===== src/rtl/ex_mem.sv =====
// EX/MEM pipeline register. It owns the single in-flight dcache request and stalls everything upstream until dhit.
// Latency: EX to mem_* is 1 cycle, and load data arrives 1 cycle after dhit. Backpressure: mem_busy, ihit gating, HALTED.
module ex_mem #(
  parameter int WORD_W = 32,
  parameter int REG_AW = 5,
  parameter int CNT_W  = 16
) (
  input  logic              CLK,
  input  logic              nRST,
  input  logic              ihit,
  input  logic              dhit,
  input  logic              flush,
  input  logic [WORD_W-1:0] ex_npc,
  input  logic [WORD_W-1:0] ex_imemload,
  input  logic [WORD_W-1:0] ex_aluout,
  input  logic [WORD_W-1:0] ex_rdat2,
  input  logic [REG_AW-1:0] ex_wsel,
  input  logic              ex_RegWr,
  input  logic              ex_MemtoReg,
  input  logic              ex_dREN,
  input  logic              ex_dWEN,
  input  logic              ex_jal,
  input  logic              ex_halt,
  input  logic [WORD_W-1:0] dmemload,
  output logic [WORD_W-1:0] mem_npc,
  output logic [WORD_W-1:0] mem_imemload,
  output logic [WORD_W-1:0] mem_aluout,
  output logic [WORD_W-1:0] mem_rdat2,
  output logic [REG_AW-1:0] mem_wsel,
  output logic              mem_RegWr,
  output logic              mem_MemtoReg,
  output logic              mem_jal,
  output logic              mem_halt,
  output logic              dREN,
  output logic              dWEN,
  output logic [WORD_W-1:0] dmemaddr,
  output logic [WORD_W-1:0] dmemstore,
  output logic [WORD_W-1:0] mem_dmemload,
  output logic              mem_busy,
  output logic [CNT_W-1:0]  memwait_cnt
);

  typedef enum logic [1:0] {IDLE, MEMREQ, HALTED} state_t;

  typedef struct packed {
    logic [WORD_W-1:0] npc;
    logic [WORD_W-1:0] imemload;
    logic [WORD_W-1:0] aluout;
    logic [WORD_W-1:0] rdat2;
    logic [REG_AW-1:0] wsel;
    logic              regwr;
    logic              memtoreg;
    logic              dren;
    logic              dwen;
    logic              jal;
    logic              halt;
  } exmem_t;

  state_t state, next_state, cap_state;
  exmem_t mem_q, ex_d;
  logic   cap;
  logic   req_done;

  assign ex_d = '{npc:      ex_npc,
                  imemload: ex_imemload,
                  aluout:   ex_aluout,
                  rdat2:    ex_rdat2,
                  wsel:     ex_wsel,
                  regwr:    ex_RegWr,
                  memtoreg: ex_MemtoReg,
                  dren:     ex_dREN,
                  dwen:     ex_dWEN,
                  jal:      ex_jal,
                  halt:     ex_halt};

  assign cap      = ihit && !mem_busy && (state != HALTED);
  assign req_done = (state == MEMREQ) && dhit;

  // State a freshly captured instruction (or bubble) leads to
  always_comb begin
    cap_state = IDLE;
    if (!flush) begin
      if (ex_dREN || ex_dWEN) cap_state = MEMREQ;
      else if (ex_halt)       cap_state = HALTED;
    end
  end

  always_ff @(posedge CLK or negedge nRST) begin
    if (!nRST) state <= IDLE;
    else       state <= next_state;
  end

  always_comb begin
    next_state = state;
    case (state)
      IDLE:    if (cap) next_state = cap_state;
      MEMREQ:  if (dhit) next_state = cap ? cap_state : (mem_q.halt ? HALTED : IDLE);
      HALTED:  next_state = HALTED;
      default: next_state = IDLE;
    endcase
  end

  always_comb begin
    dREN     = 1'b0;
    dWEN     = 1'b0;
    mem_busy = 1'b0;
    if (state == MEMREQ) begin
      dREN     = mem_q.dren;
      dWEN     = mem_q.dwen;
      mem_busy = !dhit;
    end
  end

  // A same-edge capture overwrites the request bits, so they never re-fire
  always_ff @(posedge CLK or negedge nRST) begin
    if (!nRST) begin
      mem_q <= '0;
    end else if (cap) begin
      mem_q <= flush ? '0 : ex_d;
    end else if (req_done) begin
      mem_q.dren <= 1'b0;
      mem_q.dwen <= 1'b0;
    end
  end

  always_ff @(posedge CLK or negedge nRST) begin
    if (!nRST)                       mem_dmemload <= '0;
    else if (req_done && mem_q.dren) mem_dmemload <= dmemload;
  end

  always_ff @(posedge CLK or negedge nRST) begin
    if (!nRST)                               memwait_cnt <= '0;
    else if (mem_busy && (memwait_cnt != '1)) memwait_cnt <= memwait_cnt + 1'b1;
  end

  assign mem_npc      = mem_q.npc;
  assign mem_imemload = mem_q.imemload;
  assign mem_aluout   = mem_q.aluout;
  assign mem_rdat2    = mem_q.rdat2;
  assign mem_wsel     = mem_q.wsel;
  assign mem_RegWr    = mem_q.regwr;
  assign mem_MemtoReg = mem_q.memtoreg;
  assign mem_jal      = mem_q.jal;
  assign mem_halt     = mem_q.halt;
  assign dmemaddr     = mem_q.aluout;
  assign dmemstore    = mem_q.rdat2;

endmodule


===== config.mk =====
export PLATFORM = sky130hd
export DESIGN_NAME = ex_mem
export DESIGN_NICKNAME = d
export VERILOG_FILES = /design/src/rtl/ex_mem.sv
export SDC_FILE = /design/constraint.sdc
export NUM_CORES = 1
export LEC_CHECK = 0
export CORE_AREA = 5 5 162 164
export CTS_BUF_LIST = sky130_fd_sc_hd__clkbuf_8
export CTS_CLUSTER_SIZE = 24
export DETAILED_ROUTE_END_ITERATION = 6
export DIE_AREA = 0 0 167 169
export PLACE_DENSITY = 0.76
export SLEW_MARGIN = 15
export SYNTH_ARGS = -nofsm -noshare
export SYNTH_HDL_FRONTEND = slang
export SYNTH_SLANG_ARGS = --single-unit

===== constraint.sdc =====
create_clock -name CLK -period 2.7 [get_ports CLK]
set_clock_uncertainty 0.2 [all_clocks]
set_input_delay 0.405 -clock CLK [delete_from_list [all_inputs] [get_ports CLK]]
set_output_delay 0.405 -clock CLK [all_outputs]
set_load 0.02 [all_outputs]

### Yosys cells after proc, flatten, opt, wreduce, memory -nomap -nowiden

Index checks and enable logic that the tools add are counted.

| cells by class | value |
|---|---|
| $add $sub $neg | 1 |
| equality and inequality tests | 6 |
| muxes and demuxes | 14 |
| reductions and logical operators | 11 |

Operators by type and width:

| kind | number |
|---|---|
| $mux 139 | 1 |
| $mux 2 | 9 |
| $add 16x1->16 const B | 1 |
| $ne 16x16->1 const B | 1 |
| $ne 2x2->1 const B | 3 |
| $pmux 2 s3 | 1 |
| $logic_and 1x1->1 | 5 |
| $mux 1 | 3 |
| $eq 2x1->1 const B | 1 |
| $eq 2x2->1 const B | 1 |
| $logic_not 1->1 | 2 |
| $logic_not 2->1 | 1 |
| $reduce_and 2->1 | 1 |
| $reduce_bool 2->1 | 1 |
| $logic_or 1x1->1 | 1 |

| word-level totals | value |
|---|---|
| bits in registers | 189 |
| bits of input ports | 176 |
| output and inout bits | 252 |
| logic and storage cells | 46 |

### Depth between registers and ports, before layout

Gate-level depths: netlist of run 1.

| depth | value |
|---|---|
| word-level depth | 8 |
| depth in mapped cells | 9 |
| depth with buffers taken out | 7 |

### Worst setup path before layout of run 1

OpenSTA, ideal clock, no wires.

| timing | value |
|---|---|
| path kind | flip-flop to flip-flop |
| from | reg memwait_cnt[0] |
| to | reg memwait_cnt[1] |
| setup time | 0.125 ns |
| arrival | 1.782 ns |
| required time | 2.375 ns |
| slack | 0.593 ns |
| cell stages (with the launch flop) | 7 |
| path buffers | 1 |
| period minus slack after synthesis | 2.107 ns |
| cell sequence | dfrtp_1 > ha_1 > nand3_1 > nor3_1 > a31o_2 > clkbuf_1 > mux2_2 |

| between the ends | value |
|---|---|
| word-level cells in the longest chain between the ends | 2 |
| elaborated cells on any way between the ends | 3 |
| classes of those cells | add/sub (1); eq/ne (1); reduce/logical (1) |

RTL lines:

| what | RTL line | RTL |
|---|---|---|
| start: declaration | 40 | `output logic [CNT_W-1:0] memwait_cnt` |
| start signal: assignment | 133 | `else if (mem_busy && (memwait_cnt != '1)) memwait_cnt <= memwait_cnt + 1'b1;` |
| branches (longest 2 deep; another with $add 16x1->16) | -- |  |

Several ways; the timed one is not identified.
A chain may end at the register's enable or synchronous reset.

### Worst setup path after layout of run 1

| timing | value |
|---|---|
| from | reg state[1] |
| to | out dWEN |

| between the ends | value |
|---|---|
| word-level cells in the longest chain between the ends | 2 |

RTL lines:

| what | RTL line | RTL |
|---|---|---|
| start: declaration | 59 | `state_t state, next_state, cap_state;` |
| start signal: assignment | 90 | `else state <= next_state;` |
| $eq 2x1->1 | 107 | `if (state == MEMREQ) begin` |
| $mux 1 | 107 |  |
| end: declaration | 35 | `output logic dWEN,` |

No other way between the ends.

==> results of run 1 <==
-- sequential cells by signal, summed over array words and instances (netlist names) --
signal	count
dmemaddr	32
mem_q	2
mem_wsel	5
state	2
mem_imemload	32
mem_npc	32
mem_RegWr	1
mem_dmemload	32
mem_MemtoReg	1
mem_halt	1
memwait_cnt	16
dmemstore	32
mem_jal	1
-- stage by stage --
stage | setup slack, ns | area (um^2) | hold WS [ns] | std cells | utilization, %
after global routing | 0.0207 | 12900 | 0.253 | 1511 | 52.2
after floorplan | 0.593 | 9340 | -0.0906 | 953 | -
after global placement | 0.286 | 12500 | 0.257 | 1477 | 50.6
final | 0.166 | 12900 | 0.287 | 1511 | 52.2
after CTS | 0.0254 | 12900 | 0.251 | 1510 | 52.2
after detailed placement | 0.201 | 12500 | 0.257 | 1477 | 50.6
-- placed cells by master (no fill, tap or decap), types with 4 or more instances in the layout --
cell | synthesis | routed
nand3_1 | 9 | 8
o21ai_0 | 137 | 137
buf_12 | 0 | 7
mux2_2 | 33 | 33
nor2_1 | 9 | 9
buf_4 | 203 | 7
nand2_1 | 142 | 142
dfrtp_1 | 189 | 189
xor2_1 | 8 | 8
nor3_1 | 4 | 4
inv_8 | 0 | 4
clkinv_2 | 1 | 4
nand2b_1 | 140 | 140
xnor2_1 | 6 | 6
clkbuf_8 | 0 | 18
inv_1 | 5 | 5
clkdlybuf4s50_1 | 0 | 423
inv_6 | 0 | 6
-- how the worst max path moves through the flow --
stage	start	end	slack (ns)
floorplan	memwait_cnt[0]	memwait_cnt[1]	0.59
global placement	dhit	memwait_cnt[13]	0.29
detailed placement	dhit	memwait_cnt[11]	0.20
CTS	state[1]	dREN	0.03
global route	state[1]	dWEN	0.02
finish	state[1]	dWEN	0.17
-- timing repair --
item,CTS,global route
hold endpoints to repair,64,0
setup endpoints to repair,0,2
buffers inserted,0,0
gates resized for setup,0,2
hold buffers,1,0
-- synthesized netlist by cell type (2+ instances only) --
library cell and instances:
dfrtp_1 189, buf_2 14, nor2_1 9, clkbuf_1 29, nand3_1 9, xnor2_1 6, nand2b_1 140, inv_1 5
mux2_2 33, nor3_1 4, xor2_1 8, nand2_1 142, nor3_2 2, a31oi_1 2, o21ai_0 137, a22o_1 2
buf_4 203, and2_1 2
-- layer usage --
metal | vias up | wire length, um | global-route usage, %
met5 | - | 25 | 0
met4 | 4 | 561 | 5.19
met1 | 3104 | 10100 | 20.5
met2 | 262 | 12500 | 29.8
li1 | 3286 | - | -
met3 | 42 | 2050 | 6.47
-- logic make-up after synthesis --
kind of cell | Yosys count | synth area share, %
flops | 189 | 50.6
xor+xnor | 14 | 1.31
compound gates | 145 | 7.97
mux | 34 | 4.09
buf+inv | 252 | 18.5
simple gates | 318 | 17.4
fa+ha+maj | 1 | 0.134
-- power by group through the flow --
stage / registers (uW) / logic [uW] / clock network (uW)
finish: 4370 / 5790 / 1860
floorplan: 4590 / 3760 / 0
global placement: 4390 / 5800 / 0
detailed placement: 4440 / 5880 / 0
CTS: 4380 / 5890 / 1950
global route: 4520 / 6160 / 2080
-- critical path, stage by stage, from the launching register on --
cell,delay (ns)
dfrtp_1,0.46
and2b_1,0.26
and2_1,0.13
clkdlybuf4s50_1,0.64
-- cell type report --
| type | instances | area [um^2] | share of cell area, % |
|---|---|---|---|
| multi-input combinational | 512 | 2900 | 22.4 |
| clock buffer | 17 | 234 | 1.81 |
| inverter | 6 | 23.8 | 0.184 |
| timing repair buffer | 441 | 4480 | 34.6 |
| tap | 330 | 413 | 3.20 |
| antenna | 1 | 2.50 | 0.0194 |
| sequential | 189 | 4730 | 36.6 |
| clock inverter | 15 | 145 | 1.12 |
==> run_results.csv, run 1 <==
group,metric,value,unit
outcome,outcome,"complete, no violations",
worst_setup_path,path_max_fanout,7,
logic_synthesis,syn_nets,1130,
floorplanning,rows,58,
timing,drv_slew,0,
cts,clock_sinks,189,
logic_synthesis,synth_edf_count,0,
power,pwr-share-comb,48.2,%
cts,root_buffer,"clkbuf_8",
floorplanning,io_pins,428,
global_routing,grt_overflow,0,
worst_setup_path,cp-end-kind,"output port",
worst_hold_path,hold_path_class,"input port to asynchronous set/reset pin",
cts,h-tree-depth,4,
timing,tns,0,ns
power,vdd_ir_drop_max,0.539,mV
logic_synthesis,ys.flop_type,"dfrtp_1",
global_routing,antenna_found_initial,3,
worst_setup_path,r2r_slack,0.54,ns
drt,dr.pass1.iters,4,
drt,wl_per_cell,16.7,um
cts,clock_path_buffers,2,
timing,tightest_slew,0.807,ns
logic_synthesis,ys_seq_area_share,50.6,%
floorplanning,core,24700,um^2
drt,routed_wl,25300,um
drt,post-route-drc-count,0,
power,total_power,12000,uW
place,place_congestion,0.836,
global_routing,grt_max_degree,114,
floorplanning,die_area,28200,um^2
floorplanning,initial_core_util,37.7,%
logic_synthesis,syn_area,9340,um^2
worst_setup_path,critPathArrivalTime,1.93,ns
global_routing,grt_pass1_vias,6810,
cts,cts_buffers,17,
floorplanning,fp.dieH,169,um
timing,finalSetupViolCount,0,
timing,timing.fmax,395,MHz
power,power.density,931,nW/um^2
worst_setup_path,regToRegEndpoint,"memwait_cnt[11]",
logic_synthesis,synth_top_area_share,50.6,%
cts,path_clk_slew,0.12,ns
drt,viasPerCell,4.43,
drt,ant_nets,0,
worst_setup_path,rr_startpoint,"state[1]",
cts,cts_tree,"yes",
logic_synthesis,synth_seq_cells,189,
timing,hold_violations,0,
power,power_switching,4790,uW
global_routing,grt_pass1_wl,38900,um
drt,vias,6698,
worst_setup_path,crit_required,2.10,ns
drt,first_iter_violations,410,
cts,clock_latency,0.45,ns
timing,rsz0062_at_grt,"no",
floorplanning,die_w,167,um
worst_setup_path,critPathLaunchType,"flop",
cells_and_area,fillers,2233,
place,hpwl,19200,um
power,p_seq_share,36.4,%
timing,min_period,2.53,ns
worst_setup_path,worstRegToRegCells,7,
logic_synthesis,synth_area_leaders,"dfrtp_1, buf_4, nand2b_1",
logic_synthesis,syn_inst,953,
timing,period_share,93.9,%
logic_synthesis,synthArstFlopShare,100,%
job,cap_violations,0,
logic_synthesis,syn_avg_cell_area,9.80,um^2
power,leakagePower,0.00547,uW
cells_and_area,area_growth,38.3,%
timing,slew_headroom,46.2,%
logic_synthesis,synth_top_area_cell,"dfrtp_1",
power,intPower,7230,uW
logic_synthesis,yosysWarnings,0,
place,port_buffers,427,
power,sw_frac_of_total,39.8,%
power,pwr-share-clk,15.5,%
cells_and_area,drive_gt1_share,7.46,%
cells_and_area,layout.nets,1344,
worst_setup_path,path_class,"flop to output port",
logic_synthesis,synth_cell_type_count,35,
global_routing,grt_usage,17.4,%
Note: power is estimated with default switching activity, not from simulation.
==> run 2: changes to the inputs <==
--- a/config.mk
+++ b/config.mk
@@ -7,9 +7,11 @@
 export LEC_CHECK = 0
 export CORE_AREA = 5 5 162 164
 export CTS_BUF_LIST = sky130_fd_sc_hd__clkbuf_8
+export CTS_CLUSTER_DIAMETER = 200
 export CTS_CLUSTER_SIZE = 24
 export DETAILED_ROUTE_END_ITERATION = 6
 export DIE_AREA = 0 0 167 169
+export GPL_TIMING_DRIVEN = 0
 export PLACE_DENSITY = 0.76
 export SLEW_MARGIN = 15
 export SYNTH_ARGS = -nofsm -noshare
==> run_results.csv, run 2 (same netlist as run 1, synthesis figures left out) <==
group,metric,value,unit
outcome,outcome,"complete, no violations",
power,pwr-share-clk,14.4,%
floorplanning,initial_core_util,37.7,%
global_routing,antenna_found_initial,1,
drt,viasPerCell,4.43,
floorplanning,die_w,167,um
timing,slew_headroom,49.5,%
worst_setup_path,path_max_fanout,7,
worst_setup_path,rr_startpoint,"state[1]",
power,intPower,8460,uW
worst_hold_path,hold_path_class,"input port to asynchronous set/reset pin",
timing,period_share,95.6,%
worst_setup_path,critPathArrivalTime,1.98,ns
cells_and_area,antenna_cells,0,
cts,cts_tree,"yes",
timing,drv_slew,0,
floorplanning,fp.dieH,169,um
cts,root_buffer,"clkbuf_8",
drt,ant_nets,0,
timing,finalSetupViolCount,0,
cts,postCtsSetupRepairBufs,0,
cts,h-tree-depth,4,
timing,rsz0062_at_grt,"no",
drt,post-route-drc-count,0,
timing,timing.fmax,387,MHz
power,sw_frac_of_total,38.0,%
floorplanning,rows,58,
cells_and_area,drive_gt1_share,20.7,%
drt,dr.pass1.iters,4,
drt,first_iter_violations,369,
worst_setup_path,critPathLaunchType,"flop",
power,leakagePower,0.00652,uW
cts,clock_path_buffers,2,
worst_setup_path,cp-end-kind,"output port",
global_routing,grt_max_degree,85,
timing,tightest_slew,0.758,ns
worst_setup_path,cp-endpoint,"mem_busy",
worst_setup_path,path_class,"flop to output port",
drt,wl_per_cell,16.9,um
cts,clock_latency,0.46,ns
power,vdd_ir_drop_max,0.511,mV
worst_setup_path,crit_start,"state[1]",
floorplanning,io_pins,428,
cells_and_area,layout.nets,1579,
timing,hold_violations,0,
floorplanning,core,24700,um^2
power,power.density,939,nW/um^2
cells_and_area,final_common_cell,"clkdlybuf4s50_1",
place,place_congestion,0.856,
global_routing,grt_pass1_vias,8033,
power,power_switching,5180,uW
worst_setup_path,crit_required,2.10,ns
global_routing,grt_usage,20.4,%
place,port_buffers,427,
timing,whs,0.217,ns
worst_setup_path,regToRegEndpoint,"mem_imemload[7]",
cells_and_area,area_growth,55.5,%
place,hpwl,23400,um
global_routing,grt_pass1_wl,45400,um
drt,routed_wl,29500,um
cts,path_clk_slew,0.12,ns
worst_setup_path,worstRegToRegCells,9,
job,cap_violations,0,
power,pwr-share-comb,53.4,%
timing,min_period,2.58,ns
worst_setup_path,r2r_slack,0.31,ns
cts,clock_sinks,189,
timing,tns,0,ns
cts,cts_buffers,17,
cells_and_area,final_cell_mix,"clkdlybuf4s50_1, buf_4, dfrtp_1",
cells_and_area,fillers,2119,
power,p_seq_share,32.1,%
drt,vias,7731,
global_routing,grt_overflow,0,
floorplanning,die_area,28200,um^2
## run 2: changes by cell type in the layout (fill, tap and decap cells not counted), sizes merged
cell | before | now
clkdlybuf4s50 | 423 | 425
bufinv | 0 | 1
clkbuf | 18 | 48
buf | 14 | 219
inv | 15 | 13
diode | 1 | 0
dlymetal6s2s | 2 | 1
## run 2: how the worst min path moves through the flow
stage,start,end,slack [ns],depth (start not counted)
after floorplan,nRST,dmemaddr[0],-0.09,0
after global placement,mem_imemload[1],mem_imemload[1],0.26,2
after detailed placement,nRST,mem_npc[22],0.15,1
after CTS,nRST,mem_npc[22],0.20,2
after global routing,nRST,mem_npc[22],0.23,2
final,nRST,mem_npc[22],0.22,2
## run 2: worst max-delay path, cell delays in order (launching register included)
cell	delay, ns
dfrtp_1	0.46
and2b_1	0.27
nand2b_2	0.10
clkinv_2	0.07
clkdlybuf4s50_1	0.61
## run 2: layout make-up
type / count / area (um^2) / area share (%)
multi-input combinational: 512 / 2890 / 19.9
clock buffer: 18 / 248 / 1.71
inverter: 6 / 23.8 / 0.164
sequential: 189 / 4730 / 32.6
clock inverter: 14 / 170 / 1.17
buffer: 246 / 1710 / 11.8
timing repair buffer: 430 / 4350 / 29.9
tap: 330 / 413 / 2.84
## run 2: through the flow
| step | util (%) | total power, uW | setup WS (ns) | instance area, um^2 | cells |
|---|---|---|---|---|---|
| finish | 58.7 | 13600 | 0.118 | 14500 | 1745 |
| global placement | 56.7 | 11600 | -7.19 | 14000 | 1710 |
| floorplan | - | 8350 | 0.593 | 9340 | 953 |
| CTS | 58.7 | 13800 | 0.0121 | 14500 | 1745 |
| global route | 58.7 | 14400 | 0.00798 | 14500 | 1745 |
| detailed placement | 56.9 | 11800 | -0.399 | 14100 | 1712 |
## run 2: power groups by stage
stage / Clock (uW) / Sequential (uW) / Combinational, uW
2_1_floorplan: 0 / 4590 / 3760
3_3_place_gp: 0 / 4400 / 7250
3_5_place_dp: 0 / 4440 / 7360
4_1_cts: 2040 / 4390 / 7380
5_1_grt: 2160 / 4520 / 7750
6_report: 1970 / 4380 / 7290
## run 2: routing by layer
layer | track usage, % | routed length (um) | up-vias
met2 | 37.1 | 15300 | 267
met4 | 5.34 | 607 | 2
li1 | - | - | 3745
met5 | 0 | 13 | -
met3 | 6.42 | 2270 | 34
met1 | 23.3 | 11300 | 3683
## run 2: timing repair
| item | 4_1_cts | 5_1_grt |
|---|---|---|
| endpoints found under the hold margin | 56 | 0 |
| hold buffers | 1 | 0 |
| setup endpoints to repair | 52 | 53 |
| gates resized for setup | 1 | 3 |
==> run 3: changes to the inputs <==
--- a/config.mk
+++ b/config.mk
@@ -6,7 +6,7 @@
 export NUM_CORES = 1
 export LEC_CHECK = 0
 export CORE_AREA = 5 5 162 164
-export CTS_BUF_LIST = sky130_fd_sc_hd__clkbuf_8
+export CTS_BUF_LIST = sky130_fd_sc_hd__clkbuf_2 sky130_fd_sc_hd__clkbuf_4 sky130_fd_sc_hd__clkbuf_8
 export CTS_CLUSTER_DIAMETER = 200
 export CTS_CLUSTER_SIZE = 24
 export DETAILED_ROUTE_END_ITERATION = 6
==> results of run 3 <==
Final layout, timing and power as in run 2 (identical DEF).
